## config.mk

```make
export PLATFORM = sky130hd
export DESIGN_NAME = qos_scheduler_flat
export DESIGN_NICKNAME = d
export VERILOG_FILES = /design/src/rtl/qos_pkg.sv /design/src/rtl/qos_scheduler_if.sv /design/src/rtl/qos_queue.sv /design/src/rtl/qos_scheduler.sv /design/src/flat_wrapper.sv
export SDC_FILE = /design/constraint.sdc
export NUM_CORES = 1
export LEC_CHECK = 0
export ABC_AREA = 0
export CAP_MARGIN = 20
export CELL_PAD_IN_SITES_DETAIL_PLACEMENT = 0
export CELL_PAD_IN_SITES_GLOBAL_PLACEMENT = 1
export CORE_ASPECT_RATIO = 2
export CORE_MARGIN = 5
export CORE_UTILIZATION = 40
export DETAILED_ROUTE_END_ITERATION = 12
export HOLD_SLACK_MARGIN = 0.03
export PLACE_DENSITY = 0.73
export SYNTH_ARGS = -nofsm -noshare
export SYNTH_HDL_FRONTEND = slang
export SYNTH_SLANG_ARGS = --single-unit
```

## constraint.sdc

```tcl
create_clock -name clock -period 8.7 [get_ports clock]
set_input_delay 1.74 -clock clock [delete_from_list [all_inputs] [get_ports clock]]
set_output_delay 1.74 -clock clock [all_outputs]
set_load 0.005 [all_outputs]
```

## src/rtl/qos_pkg.sv

```systemverilog
// qos_pkg: shared constants and helpers for the QoS scheduler.
//   clog2        - ceiling log2 for sizing pointers and counters
//   SCORE_W      - width of the per-channel weighted score
//   DEF_*        - default latency/reliability weights and age weight
package qos_pkg;

  localparam int unsigned SCORE_W = 24;

  // Channel 0 is the least-significant 16-bit slice.
  localparam logic [63:0] DEF_LAT_WTS = {16'd200, 16'd400, 16'd600, 16'd800};
  localparam logic [63:0] DEF_REL_WTS = {16'd210, 16'd150, 16'd95, 16'd40};
  localparam int unsigned DEF_AGE_WT  = 16;

  function automatic int unsigned clog2(input int unsigned value);
    int unsigned res;
    res = 0;
    while ((64'd1 << res) < 64'(value)) res++;
    return res;
  endfunction

endpackage

```

## src/rtl/qos_scheduler_if.sv

```systemverilog
// qos_scheduler_if: packet-in / packet-out bundle of the QoS scheduler.
//   in_valid, in_ch, in_data    - packet offered by the source (no backpressure)
//   out_valid, out_ch, out_data - served packet, out_valid is a one-cycle pulse
// master: packet source / output-port side; slave: the scheduler.
interface qos_scheduler_if #(
  parameter int unsigned CH_W   = 2,
  parameter int unsigned DATA_W = 2
);
  logic              in_valid;
  logic [CH_W-1:0]   in_ch;
  logic [DATA_W-1:0] in_data;
  logic              out_valid;
  logic [CH_W-1:0]   out_ch;
  logic [DATA_W-1:0] out_data;

  modport master (
    output in_valid, in_ch, in_data,
    input  out_valid, out_ch, out_data
  );

  modport slave (
    input  in_valid, in_ch, in_data,
    output out_valid, out_ch, out_data
  );
endinterface

```

## src/rtl/qos_queue.sv

```systemverilog
// qos_queue: circular drop-oldest FIFO, DEPTH need not be a power of two.
//   clock, reset   - rising-edge clock, synchronous active-high reset
//   push/push_data - append; when full and not popping, the oldest entry is dropped
//   pop            - remove head (ignored when empty); applied before a same-cycle push
//   head           - oldest entry
//   occ/full/empty - fill level and flags
module qos_queue
  import qos_pkg::*;
#(
  parameter int unsigned DEPTH  = 6,
  parameter int unsigned DATA_W = 2,
  parameter int unsigned OCC_W  = clog2(DEPTH + 1)
) (
  input  logic              clock,
  input  logic              reset,
  input  logic              push,
  input  logic              pop,
  input  logic [DATA_W-1:0] push_data,
  output logic [DATA_W-1:0] head,
  output logic [OCC_W-1:0]  occ,
  output logic              full,
  output logic              empty
);
  localparam int unsigned PTR_W = (DEPTH > 1) ? clog2(DEPTH) : 1;

  logic [DATA_W-1:0] mem_q [DEPTH];
  logic [PTR_W-1:0]  head_q, tail_q;
  logic [OCC_W-1:0]  occ_q;
  logic              do_pop, advance_head;

  function automatic logic [PTR_W-1:0] next_ptr(input logic [PTR_W-1:0] ptr);
    return (ptr == PTR_W'(DEPTH - 1)) ? '0 : ptr + 1'b1;
  endfunction

  assign full   = (occ_q == OCC_W'(DEPTH));
  assign empty  = (occ_q == '0);
  assign do_pop = pop && !empty;
  // A push into a full queue discards the head exactly like a pop would.
  assign advance_head = do_pop || (push && full);

  always_ff @(posedge clock) begin
    if (reset) begin
      head_q <= '0;
      tail_q <= '0;
      occ_q  <= '0;
    end else begin
      if (push)         tail_q <= next_ptr(tail_q);
      if (advance_head) head_q <= next_ptr(head_q);
      if (push && !advance_head)  occ_q <= occ_q + 1'b1;
      else if (!push && do_pop)   occ_q <= occ_q - 1'b1;
    end
  end

  always_ff @(posedge clock) begin
    if (push) mem_q[tail_q] <= push_data;
  end

  assign head = mem_q[head_q];
  assign occ  = occ_q;

endmodule

```

## src/rtl/qos_scheduler.sv

```systemverilog
// qos_scheduler: NUM_CH drop-oldest queues, one packet served per service tick
// from the channel with the highest score LAT_WTS[c] + REL_WTS[c]*occ[c].
//   clock, reset  - rising-edge clock, synchronous active-high reset
//   bus (slave)   - packet in (in_valid/in_ch/in_data), packet out (out_*)
//   occupancy     - per-channel fill level, OCC_W bits each
//   received_cnt, dropped_cnt, served_cnt - saturating per-channel counters
// Optional: define QOS_AGING_EN to add AGE_WT*age[c] to each score, where age
// counts ticks a non-empty channel went unserved.
module qos_scheduler
  import qos_pkg::*;
#(
  parameter int unsigned NUM_CH = 4,
  parameter int unsigned DEPTH  = 6,
  parameter int unsigned DATA_W = 2,
  parameter int unsigned CNT_W  = 12,
  parameter int unsigned PERIOD = 150000000,
`ifdef QOS_AGING_EN
  parameter int unsigned AGE_WT = DEF_AGE_WT,
`endif
  parameter logic [NUM_CH*16-1:0] LAT_WTS = DEF_LAT_WTS,
  parameter logic [NUM_CH*16-1:0] REL_WTS = DEF_REL_WTS,
  localparam int unsigned CH_W  = (NUM_CH > 1) ? clog2(NUM_CH) : 1,
  localparam int unsigned OCC_W = clog2(DEPTH + 1)
) (
  input  logic                     clock,
  input  logic                     reset,
  qos_scheduler_if.slave           bus,
  output logic [NUM_CH*OCC_W-1:0]  occupancy,
  output logic [NUM_CH*CNT_W-1:0]  received_cnt,
  output logic [NUM_CH*CNT_W-1:0]  dropped_cnt,
  output logic [NUM_CH*CNT_W-1:0]  served_cnt
);
  localparam int unsigned TICK_W = clog2(PERIOD);

  logic [TICK_W-1:0] tick_cnt_q;
  logic              tick;

  logic [DATA_W-1:0] q_head [NUM_CH];
  logic [OCC_W-1:0]  q_occ  [NUM_CH];
  logic [NUM_CH-1:0] q_full, q_empty, q_push, q_pop;

  logic              push_ok, any_elig;
  logic [CH_W-1:0]   win;

  logic [CNT_W-1:0]  recv_q [NUM_CH];
  logic [CNT_W-1:0]  drop_q [NUM_CH];
  logic [CNT_W-1:0]  serv_q [NUM_CH];

  logic              out_valid_q;
  logic [CH_W-1:0]   out_ch_q;
  logic [DATA_W-1:0] out_data_q;

`ifdef QOS_AGING_EN
  logic [7:0] age_q [NUM_CH];
`endif

  // Service tick timer
  assign tick = (tick_cnt_q == TICK_W'(PERIOD - 1));

  always_ff @(posedge clock) begin
    if (reset || tick) tick_cnt_q <= '0;
    else               tick_cnt_q <= tick_cnt_q + 1'b1;
  end

  // Scoring and arbitration on pre-update occupancy; strict '>' keeps ties
  // on the lowest channel index.
  always_comb begin
    logic [SCORE_W-1:0] score, best;
    best     = '0;
    win      = '0;
    any_elig = 1'b0;
    for (int unsigned c = 0; c < NUM_CH; c++) begin
      score = SCORE_W'(LAT_WTS[c*16 +: 16])
            + SCORE_W'(REL_WTS[c*16 +: 16]) * SCORE_W'(q_occ[c]);
`ifdef QOS_AGING_EN
      score = score + SCORE_W'(AGE_WT) * SCORE_W'(age_q[c]);
`endif
      if (!q_empty[c] && (!any_elig || score > best)) begin
        any_elig = 1'b1;
        best     = score;
        win      = CH_W'(c);
      end
    end
  end

  assign push_ok = bus.in_valid && (32'(bus.in_ch) < NUM_CH);

  always_comb begin
    q_push = '0;
    q_pop  = '0;
    for (int unsigned c = 0; c < NUM_CH; c++) begin
      q_push[c] = push_ok && (bus.in_ch == CH_W'(c));
      q_pop[c]  = tick && any_elig && (win == CH_W'(c));
    end
  end

  for (genvar c = 0; c < NUM_CH; c++) begin : g_ch
    qos_queue #(
      .DEPTH  (DEPTH),
      .DATA_W (DATA_W),
      .OCC_W  (OCC_W)
    ) u_queue (
      .clock     (clock),
      .reset     (reset),
      .push      (q_push[c]),
      .pop       (q_pop[c]),
      .push_data (bus.in_data),
      .head      (q_head[c]),
      .occ       (q_occ[c]),
      .full      (q_full[c]),
      .empty     (q_empty[c])
    );

    assign occupancy[c*OCC_W +: OCC_W]    = q_occ[c];
    assign received_cnt[c*CNT_W +: CNT_W] = recv_q[c];
    assign dropped_cnt[c*CNT_W +: CNT_W]  = drop_q[c];
    assign served_cnt[c*CNT_W +: CNT_W]   = serv_q[c];
  end

  // Saturating statistics; a full queue popped on the same tick does not drop.
  always_ff @(posedge clock) begin
    for (int unsigned c = 0; c < NUM_CH; c++) begin
      if (reset) begin
        recv_q[c] <= '0;
        drop_q[c] <= '0;
        serv_q[c] <= '0;
      end else begin
        if (q_push[c] && recv_q[c] != '1) recv_q[c] <= recv_q[c] + 1'b1;
        if (q_push[c] && q_full[c] && !q_pop[c] && drop_q[c] != '1)
          drop_q[c] <= drop_q[c] + 1'b1;
        if (q_pop[c] && serv_q[c] != '1) serv_q[c] <= serv_q[c] + 1'b1;
      end
    end
  end

`ifdef QOS_AGING_EN
  always_ff @(posedge clock) begin
    for (int unsigned c = 0; c < NUM_CH; c++) begin
      if (reset) begin
        age_q[c] <= '0;
      end else if (tick) begin
        if (q_pop[c] || q_empty[c]) age_q[c] <= '0;
        else if (age_q[c] != '1)    age_q[c] <= age_q[c] + 1'b1;
      end
    end
  end
`endif

  // Served packet appears the cycle after the tick; ch/data hold otherwise.
  always_ff @(posedge clock) begin
    if (reset) begin
      out_valid_q <= 1'b0;
      out_ch_q    <= '0;
      out_data_q  <= '0;
    end else begin
      out_valid_q <= tick && any_elig;
      if (tick && any_elig) begin
        out_ch_q   <= win;
        out_data_q <= q_head[win];
      end
    end
  end

  assign bus.out_valid = out_valid_q;
  assign bus.out_ch    = out_ch_q;
  assign bus.out_data  = out_data_q;

endmodule

```

## src/flat_wrapper.sv

```systemverilog
// flat-port wrapper written by rule: the top's interface ports become plain ports
module qos_scheduler_flat import qos_pkg::*;
#(
  parameter int unsigned NUM_CH = 4,
  parameter int unsigned DEPTH  = 6,
  parameter int unsigned DATA_W = 2,
  parameter int unsigned CNT_W  = 12,
  parameter int unsigned PERIOD = 150000000,

  parameter logic [NUM_CH*16-1:0] LAT_WTS = DEF_LAT_WTS,
  parameter logic [NUM_CH*16-1:0] REL_WTS = DEF_REL_WTS,
  localparam int unsigned CH_W  = (NUM_CH > 1) ? clog2(NUM_CH) : 1,
  localparam int unsigned OCC_W = clog2(DEPTH + 1)
)
  (clock, reset, occupancy, received_cnt, dropped_cnt, served_cnt, bus_in_valid, bus_in_ch, bus_in_data, bus_out_valid, bus_out_ch, bus_out_data);
  qos_scheduler_if #(.DATA_W(DATA_W)) bus_i ();
  input  logic clock;
  input  logic reset;
  output logic [NUM_CH*OCC_W-1:0] occupancy;
  output logic [NUM_CH*CNT_W-1:0] received_cnt;
  output logic [NUM_CH*CNT_W-1:0] dropped_cnt;
  output logic [NUM_CH*CNT_W-1:0] served_cnt;
  input wire logic [$bits(bus_i.in_valid)-1:0] bus_in_valid;
  input wire logic [$bits(bus_i.in_ch)-1:0] bus_in_ch;
  input wire logic [$bits(bus_i.in_data)-1:0] bus_in_data;
  output wire logic [$bits(bus_i.out_valid)-1:0] bus_out_valid;
  output wire logic [$bits(bus_i.out_ch)-1:0] bus_out_ch;
  output wire logic [$bits(bus_i.out_data)-1:0] bus_out_data;
  assign bus_i.in_valid = bus_in_valid;
  assign bus_i.in_ch = bus_in_ch;
  assign bus_i.in_data = bus_in_data;
  assign bus_out_valid = bus_i.out_valid;
  assign bus_out_ch = bus_i.out_ch;
  assign bus_out_data = bus_i.out_data;
  qos_scheduler #(.NUM_CH(NUM_CH), .DEPTH(DEPTH), .DATA_W(DATA_W), .CNT_W(CNT_W), .PERIOD(PERIOD), .LAT_WTS(LAT_WTS), .REL_WTS(REL_WTS)) u_core (.clock(clock), .reset(reset), .bus(bus_i), .occupancy(occupancy), .received_cnt(received_cnt), .dropped_cnt(dropped_cnt), .served_cnt(served_cnt));
endmodule
```

# == Word-level counts from Yosys, hierarchy flattened ==
# Memories as Yosys holds them, arrays and structs flattened. A register that Yosys moved wholly into a read port is not among the register bits.
# Cells that the tools add are included.
# classes
n_addsub,33
n_lt_le_gt_ge,4
n_bitwise,13
mul,4
n_mux,95
eq_ne,31
n_reduce_logical,80
# ops
operator,count
12-bit by 1-bit adder with 12-bit output (second input constant),12
12-bit 2-to-1 mux,12
12-bit inequality test (second input constant),12
24-bit greater-than comparator,3
24-bit 2-to-1 mux,3
3-bit 2-to-1 mux,24
1-bit 2-to-1 mux,51
1-bit logical AND,44
3-bit by 1-bit adder with 3-bit output (second input constant),12
3-bit equality test (second input constant),12
7-bit by 3-bit multiplier with 10-bit output (first input constant),3
28-bit by 1-bit adder with 28-bit output (second input constant),1
28-bit equality test (second input constant),1
1-bit zero test,18
8-bit by 11-bit adder with 12-bit output (first input constant),1
9-bit by 11-bit adder with 12-bit output (first input constant),1
3-bit zero test,4
1-bit OR,12
3-bit by 1-bit subtractor with 3-bit output (second input constant),4
10-bit by 10-bit adder with 11-bit output (first input constant),1
10-bit by 9-bit adder with 11-bit output (first input constant),1
2-bit equality test (second input constant),4
1-bit logical OR,8
2-bit 2-to-1 mux,4
other kinds (7),12
# totals
ff_bits,69
n_memories,7
out_inout_bits,161
word_cells,283
input_bits,7
ramBits,192
# memory_table
memory,words,width,rd,rd_ports_with_merged_regs,wr,line_no,text
u_core.drop_q,4,12,4,0,4,qos_scheduler.sv:46,logic [CNT_W-1:0] drop_q [NUM_CH];
u_core.recv_q,4,12,4,0,4,qos_scheduler.sv:45,logic [CNT_W-1:0] recv_q [NUM_CH];
u_core.serv_q,4,12,4,0,4,qos_scheduler.sv:47,logic [CNT_W-1:0] serv_q [NUM_CH];
u_core.g_ch[0].u_queue.mem_q,6,2,1,1,1,qos_queue.sv:26,logic [DATA_W-1:0] mem_q [DEPTH];
u_core.g_ch[1].u_queue.mem_q,6,2,1,1,1,qos_queue.sv:26,
u_core.g_ch[2].u_queue.mem_q,6,2,1,1,1,qos_queue.sv:26,
1 more memories,-,-,-,-,-,-,

# == Longest topological paths before layout ==
# Gate-level depths: netlist (run 1).
# depth
depth_word,24
mapped_depth,43
depth_no_buf,41

# == Cells and area by module ==
# A second synthesis (run 1) with hierarchy kept.
# unflattened
cells_unflattened,1499
hier_area_um2,15319.7
# by_module_without_submodules
mod,area_each_um2,seq_area_each_um2,cells_per_inst,instances
qos_scheduler,10983.0,4984.8,1117,1
qos_queue at u_core.g_ch[0].u_queue ...,1087.3,600.6,95,2
qos_queue at u_core.g_ch[2].u_queue ...,1081.0,600.6,96,2

# == Worst setup path after synthesis (run 1) ==
# No wires, ideal clock.
# synth_path
path_kind,reg2reg
start,register u_core.g_ch[1].u_queue.occ_q[1]
end,"memory u_core.serv_q[2][0] (netlist: u_core.serv_q[1][0]), enable pin"
setup_time_ns,0.398
setup_slack_ns,-0.436
t_arrival_ns,8.738
t_required_ns,8.302
synth_period_minus_slack_ns,9.136
path_stages_with_launch,36
n_path_buf,2
path_cell_list,dfxtp_1 > inv_1 > ha_1 > fa_1 > ha_1 > inv_1 > fa_1 > nor2b_1 > o21ai_0 > a21boi_0 > nor2_1 > ha_1 > nand3_1 > o21bai_1 > a31o_2 > a21oi_1 > clkbuf_1 > nor2_1 > a21oi_1 > ha_1 > a21oi_1 > o21ai_0 > a211oi_1 > or2_2 > a21o_1 > nand2_1 > clkbuf_1 > a21oi_1 > ha_1 > a21oi_1 > a21oi_1 > a211oi_1 > o31ai_1 > o32ai_1 > o22ai_2 > o21ai_0
# synth_lines
element,line_no,text
start: declaration,qos_queue.sv:28,logic [OCC_W-1:0] occ_q;
start signal: assignment,qos_queue.sv:49,if (push && !advance_head) occ_q <= occ_q + 1'b1;
start signal: assignment,qos_queue.sv:50,else if (!push && do_pop) occ_q <= occ_q - 1'b1;
end: declaration,qos_scheduler.sv:47,

# == Worst setup path after layout (run 1) ==
# layout_path
start,register u_core.g_ch[1].u_queue.occ_q[1]
end,register u_core.g_ch[3].u_queue.occ_q[2]
# layout_between
elab_chain_cells,21
word_cells_on_any_way,33
cone_classes,add/sub (1); mul (1); order compare (3); eq/ne (1); mux (9); reduce/logical (18)
# layout_lines
element,line_no,text
7-bit by 3-bit multiplier with 10-bit output,qos_scheduler.sv:74,+ SCORE_W'(REL_WTS[c*16 +: 16]) * SCORE_W'(q_occ[c]);
10-bit by 10-bit adder with 11-bit output,qos_scheduler.sv:74,
24-bit greater-than comparator,qos_scheduler.sv:78,if (!q_empty[c] && (!any_elig || score > best)) begin
1-bit logical OR,qos_scheduler.sv:78,
1-bit logical AND,qos_scheduler.sv:78,
24-bit 2-to-1 mux or 1-bit 2-to-1 mux (tied branches),qos_scheduler.sv:78,
24-bit greater-than comparator or 1-bit zero test (tied branches),qos_scheduler.sv:78,
1-bit logical OR,qos_scheduler.sv:78,
[5 not listed],-,
2-bit 2-to-1 mux or 1-bit 2-to-1 mux (tied branches),qos_scheduler.sv:78,
2-bit equality test or 1-bit logical AND (tied branches),qos_scheduler.sv:93,q_pop[c] = tick && any_elig && (win == CH_W'(c));
1-bit logical AND *,qos_scheduler.sv:93,
1-bit logical AND *,qos_queue.sv:37,assign do_pop = pop && !empty;
1-bit logical OR,qos_queue.sv:39,assign advance_head = do_pop || (push && full);
1-bit zero test,qos_queue.sv:49,
1-bit logical AND,qos_queue.sv:49,
3-bit 2-to-1 mux or 2-bit nonzero test (tied branches),-,
end signal: assignment,qos_queue.sv:49,
end signal: assignment,qos_queue.sv:50,
end: declaration,qos_queue.sv:28,
# Mark *: on every way between the ends. The rest lies on a longest branch, timed or not.
# A chain may end at the register's enable or synchronous reset.

==> impl_results.md, run 1 <==
- Status: completed
- Hold path start: u_core.bus.out_ch[1]
- Combinational share of power: 15.2%
- Register share of total power: 48.9%
- Routed WL per cell: 16.77 um
- Synthesis-stage register bit count: 273
- FF+latch area: 7391 um^2
- Core Util, Final: 49.25%
- Period minus WS final: 8.220 ns
- Most frequent CP cell: ha_1
- Syn. warnings: 0
- Syn nets: 1566
- CTS buffer count: 25
- Final setup margin: 0.4802 ns
- Fin. max-slew vios: 0
- Initial antenna violation count: 1
- Setup tns final: 0 ns
- Worst-margin pin slew: 1.016 ns
- Post-Synth Adder-Cell Area: 7.676%
- Synthesized area: 15000 um^2
- Period utilisation layout: 94.48%
- Max VDD drop: 0.0001838 V
- Xor/xnor share of the synthesized area: 9.520%
- Overflow after GRT: 0
- RR Endpoint: u_core.g_ch[3].u_queue.occ[2]
- Dpl hpwl: 27530 um
- Crit-path max cell delay: 0.52 ns
- DRT antenna net count: 0
- Initial Util: 40.35%
- Hold EP: u_core.bus.out_ch[1]
- R2r startpoint: u_core.g_ch[1].u_queue.occ[1]
- Hold_buf cts: 0
- IO Count: 168
- Crit path kind: reg -> reg
- Mux contribution to synthesized area: 3.413%
- Number of port buffers: 167
- Total track usage: 16.95%
- Slew HR: 32.15%
- DR vias/cell: 5.161
- Dpl cell area: 17340 um^2
- Proportion of layout cells with a drive suffix above 1: 8.575%
- Share of synthesized registers carrying an async set or reset: 0%
- Crit path DAT: 8.62 ns
- HP Class: reg -> reg
- Fmax: 121.7 MHz
- Max_cap viols: 0
- EDFF count, synth: 192
- Most frequent cells in the layout: nor2_1, edfxtp_1, clkdlybuf4s50_1
- Net Sw Power: 0.7725 mW
- Final hold vios: 0
- Top FF cell, synth: edfxtp_1
- Worst setup SP type: flop
- Global-route wire length before repair: 58310 um
- Clock sink count: 273
- Die Y: 283.8 um
- Final Total Pwr: 3.015 mW
- Core Area: 37160 um^2
- CTS tree: built
- Hold_ws: 0.4715 ns
- N_diodes: 0
- Placed cell count: 2096
- R2R cell count: 43
- FP Rows: 100
- Post-route cell area: 18300 um^2
- Clock share of power: 35.9%
- Pwr per Cell Area: 164.7 nW/um^2
- Multi-input gate area: 7340 um^2
- Sw frac: 25.62%
- Slowest CP cell: fa_1
- Worst-path maximum fanout: 15
- Post-route DRC violation count: 0
- Fin cells: 2150
- Reg2Reg Setup Slack: 0.48 ns
- Top cells by area, synth: edfxtp_1, dfxtp_1, nor2_1
- Power Internal: 2.242 mW
- Clk_lat worst skew: 0.53 ns
- Layout net count: 1766
- Worst Path Required: 9.10 ns
- Synth top area share: 38.45%
- Synth Area in Compound Gates: 6.842%
- Fin Clk Skew: 0.01058 ns
- Synth Instances: 1473
- Biggest area consumer among synthesized cells: edfxtp_1
- WL final: 36070 um
- Vias in the first global route: 11400
- 1st-pass router iterations: 4
- Hold path depth: 2
- Pre-CTS WS: -0.1922 ns
- Leakage: 6.717 nW
- Die Wd: 146.9 um
- Post-Synth Simple-Gate Area: 20.73%
- Total number of vias: 11100
- RSZ-0062 raised after global routing: true
- Final number of setup-violating endpoints: 0
- GPL Wtd Cong: 0.8551
- Syn_area_per_cell: 10.18 um^2
- Sequential share of the synthesized area: 49.26%
- Worst Setup End Kind: flop
- Largest family of logic cells by synthesized area: simple AND/OR/NAND/NOR gates
- Area Growth Syn to Fin: 22.05%
- Largest net degree at the start of global routing: 44
- Drt initial violations: 493
- Clock Path Buffers: 3
- Synth cell types: 83
- Htree depth: 1
- CTS root buffer: clkbuf_16
- Die area: 41700 um^2
- Reg clk slew, reported paths: 0.07 ns
- Fill cells: 3488
- Most common cell after layout, fill and taps aside: nor2_1
flip-flops by register name, summed over array words and instances, names as in the netlist, named ones only:
name                        flops
u_core.drop_q                  48
u_core.g_ch.u_queue.mem_q      48
u_core.recv_q                  48
u_core.serv_q                  48
u_core.tick_cnt_q              28
u_core.g_ch.u_queue.head_q     12
u_core.g_ch.u_queue.occ        12
u_core.g_ch.u_queue.tail_q     12
u_core.bus.out_ch               2
u_core.bus.out_data             2
u_core.bus.out_valid            1
repair_timing:
| item | CTS | global route |
|---|---|---|
| buffers inserted | 1 | 7 |
| cloned | 0 | 1 |
| gates resized for setup | 4 | 25 |
| pin swaps | 0 | 8 |
| setup endpoints to repair | 73 | 232 |
power groups by stage:
stage          Clock (mW)  Combinational, mW  Sequential (mW)
6_report             1.08              0.459             1.47
5_1_grt              1.18              0.506             1.48
4_1_cts              1.13              0.444             1.47
3_5_place_dp            0              0.438             1.50
3_3_place_gp            0              0.434             1.50
2_1_floorplan           0              0.247             1.50
logic make-up (layout without fill, tap and decap cells):
group                      after synthesis  in the layout
AOI/OAI and AO/OA                      147            147
and+or+nand+nor                        667            667
DFF                                    273            273
buffers and inverters                   97            315
adders and majority gates               86             86
xor gates and xnor gates               163            163
muxes                                   40             40
worst max-delay path by stage:
stage | start | end | slack, ns
2_1_floorplan | u_core.g_ch[1].u_queue.occ[1] | u_core.g_ch[0].u_queue.occ[2] | 0.03
3_3_place_gp | u_core.g_ch[1].u_queue.occ[1] | u_core.g_ch[0].u_queue.occ[2] | 0.002
3_5_place_dp | u_core.g_ch[1].u_queue.occ[1] | u_core.serv_q[0][19] | -0.19
4_1_cts | u_core.g_ch[1].u_queue.occ[1] | u_core.g_ch[3].u_queue.occ[2] | 0.006
5_1_grt | u_core.g_ch[1].u_queue.occ[1] | u_core.g_ch[3].u_queue.occ[2] | -0.09
6_report | u_core.g_ch[1].u_queue.occ[1] | u_core.g_ch[3].u_queue.occ[2] | 0.48
layout make-up:
| class | count | area share, % |
|---|---|---|
| multi-input combinational | 1103 | 40.10 |
| clock inverter | 7 | 0.3555 |
| inverter | 64 | 1.313 |
| timing repair buffer | 206 | 10.75 |
| tap | 459 | 3.138 |
| sequential | 273 | 40.38 |
| clock buffer | 38 | 3.965 |
Yosys cell counts (all sizes together), types with 3 or more instances:
cell	number
xnor2	82
edfxtp	192
o31ai	5
a31oi	3
nor4b	4
nand3b	7
nand2b	8
mux2	9
nand4	14
a21o	10
inv	64
or3	9
buf	8
and3	58
nor2b	9
fa	10
clkbuf	25
nor3b	5
ha	76
nand2	126
nor4	8
o21ai	31
a211oi	9
mux2i	23
a21boi	4
or2	6
o21a	4
xor2	81
nor2	276
a21oi	50
nand3	85
and2	6
nor3	31
dfxtp	81
mux4	8
worst max-delay path: cells and delay by family (launching register included):
kind                       cells  cell delay [ns]
buffers and inverters          5             0.53
AOI/OAI and AO/OA             18             2.81
and+or+nand+nor               12             1.61
adders and majority gates      8             2.74
DFF                            1             0.39
per-layer routing:
layer	routed length [um]	vias to the layer above	global-route usage (%)
met2	19850	200	33.46
met3	1311	69	2.525
li1	-	5576	-
met5	0	-	0
met1	13540	5251	17.39
met4	1366	0	7.000
Power figures use the tool's default switching activity.
==> inputs of run 2 (changes only) <==
CORE_ASPECT_RATIO = 1.5   (was 2)
==> impl_results.md, run 2 (synthesis results as in run 1) <==
- Worst-margin pin slew: 1.014 ns
- Reg clk slew, reported paths: 0.07 ns
- FP Rows: 87
- Most common cell after layout, fill and taps aside: nor2_1
- Initial antenna violation count: 0
- Status: completed
- Leakage: 6.746 nW
- Net Sw Power: 0.8100 mW
- Dpl hpwl: 26160 um
- Core Util, Final: 49.42%
- Die area: 41540 um^2
- HP Class: reg -> reg
- IO Count: 168
- Crit path DAT: 8.73 ns
- Global-route wire length before repair: 57530 um
- CTS buffer count: 27
- CTS tree: built
- Dpl cell area: 17330 um^2
- Die Wd: 168.1 um
- Layout net count: 1763
- Max VDD drop: 0.0001559 V
- Vias in the first global route: 11380
- Power Internal: 2.278 mW
- Proportion of layout cells with a drive suffix above 1: 9.112%
- Area Growth Syn to Fin: 23.05%
- Post-route DRC violation count: 0
- Fin Clk Skew: 0.02055 ns
- DRT antenna net count: 0
- Largest delay share family, worst path: compound AO/OA/AOI/OAI gates
- WL final: 35330 um
- Worst setup SP type: flop
- Overflow after GRT: 0
- Setup tns final: 0 ns
- Drt initial violations: 592
- CTS root buffer: clkbuf_16
- Clock share of power: 36.9%
- Htree depth: 1
- Final Total Pwr: 3.088 mW
- Max_cap viols: 0
- Slew HR: 31.95%
- 1st-pass router iterations: 5
- N_diodes: 0
- Total track usage: 16.70%
- Die Y: 247.1 um
- Final number of setup-violating endpoints: 0
- Initial Util: 40.16%
- Fmax: 121.2 MHz
- GPL Wtd Cong: 0.8431
- Clock sink count: 273
- Crit path kind: reg -> reg
- Sw frac: 26.23%
- Register share of total power: 47.8%
- Period minus WS final: 8.252 ns
- WP buf/inv: 3
- DR vias/cell: 5.124
- Slowest CP cell: fa_1
- Hold_buf cts: 0
- Worst Setup End Kind: flop
- Pwr per Cell Area: 167.4 nW/um^2
- Total number of vias: 11170
- Period utilisation layout: 94.85%
- Number of port buffers: 167
- Worst Path Required: 9.18 ns
- Combinational share of power: 15.3%
- Core Area: 37340 um^2
- Largest net degree at the start of global routing: 47
- Routed WL per cell: 16.21 um
- Worst-path maximum fanout: 14
- Most frequent cells in the layout: nor2_1, edfxtp_1, clkdlybuf4s50_1
- Crit-path max cell delay: 0.49 ns
- Clk_lat worst skew: 0.55 ns
- Post-route cell area: 18450 um^2
- Fin. max-slew vios: 0
- Final hold vios: 0
- Clock Path Buffers: 3
[run 2: cell count changes in the layout (fill, tap and decap cells not counted), moves of 4 or more]
cell      previous run  this run
clkbuf_1             9         2
clkinv_2             4         8
inv_4                1         5
buf_4               37        32
[run 2: power groups by stage]
stage | logic [mW] | clock network [mW] | registers [mW]
final | 0.472 | 1.14 | 1.48
after global routing | 0.520 | 1.23 | 1.48
after CTS | 0.421 | 1.18 | 1.48
after detailed placement | 0.414 | 0 | 1.51
after global placement | 0.409 | 0 | 1.50
after floorplan | 0.247 | 0 | 1.50
[run 2: tightest hold or removal path: cells and delay by family, from the launching register on]
kind | cells | cell delay (ns)
DFF | 1 | 0.31
and+or+nand+nor | 1 | 0.05
AOI/OAI and AO/OA | 1 | 0.05
[run 2: through the flow]
stage          hold slack (ns)  cells  setup WS [ns]
2_1_floorplan           0.4298   1473        0.03094
3_3_place_gp            0.4481   2119        -0.1209
3_5_place_dp            0.4569   2119        -0.2371
4_1_cts                 0.4661   2169        0.02281
5_1_grt                 0.4963   2179       -0.04205
6_report                0.4601   2179         0.4481
[run 2: path summary, 6_finish.rpt]
| path | cells past startpoint | start | slack [ns] | end |
|---|---|---|---|---|
| setup / recovery | 40 | u_core.g_ch[1].u_queue.occ[0] | 0.45 | u_core.g_ch[1].u_queue.occ[2] |
| hold / removal | 2 | u_core.bus.out_ch[1] | 0.46 | u_core.bus.out_ch[1] |
| setup reg to reg | 40 | u_core.g_ch[1].u_queue.occ[0] | 0.45 | u_core.g_ch[1].u_queue.occ[2] |
| hold reg to reg | 2 | u_core.bus.out_ch[1] | 0.46 | u_core.bus.out_ch[1] |
[run 2: cell type report]
| class | count | area [um^2] |
|---|---|---|
| well taps | 489 | 611.8 |
| inverters | 64 | 240.2 |
| clock inverters | 16 | 118.9 |
| repair buffers | 201 | 1926 |
| multi-input cells | 1103 | 7428 |
| fillers | 3482 | 18890 |
| flip-flops and latches | 273 | 7388 |
| clock buffers | 33 | 738.2 |
[run 2: layer usage]
metal | vias to the layer above | global-route usage (%) | wire, um
met5 | - | 0 | 0
met4 | 0 | 5.493 | 863
met3 | 52 | 3.023 | 1706
met2 | 200 | 30.58 | 18170
met1 | 5326 | 19.64 | 14590
li1 | 5588 | - | -
[run 2: what timing repair did]
item                                    in CTS  in global routing
endpoints found under the setup margin      54                212
buffers inserted                             1                  9
cloned                                       0                  1
resized for setup                            4                 36
pin swaps                                    1                 10
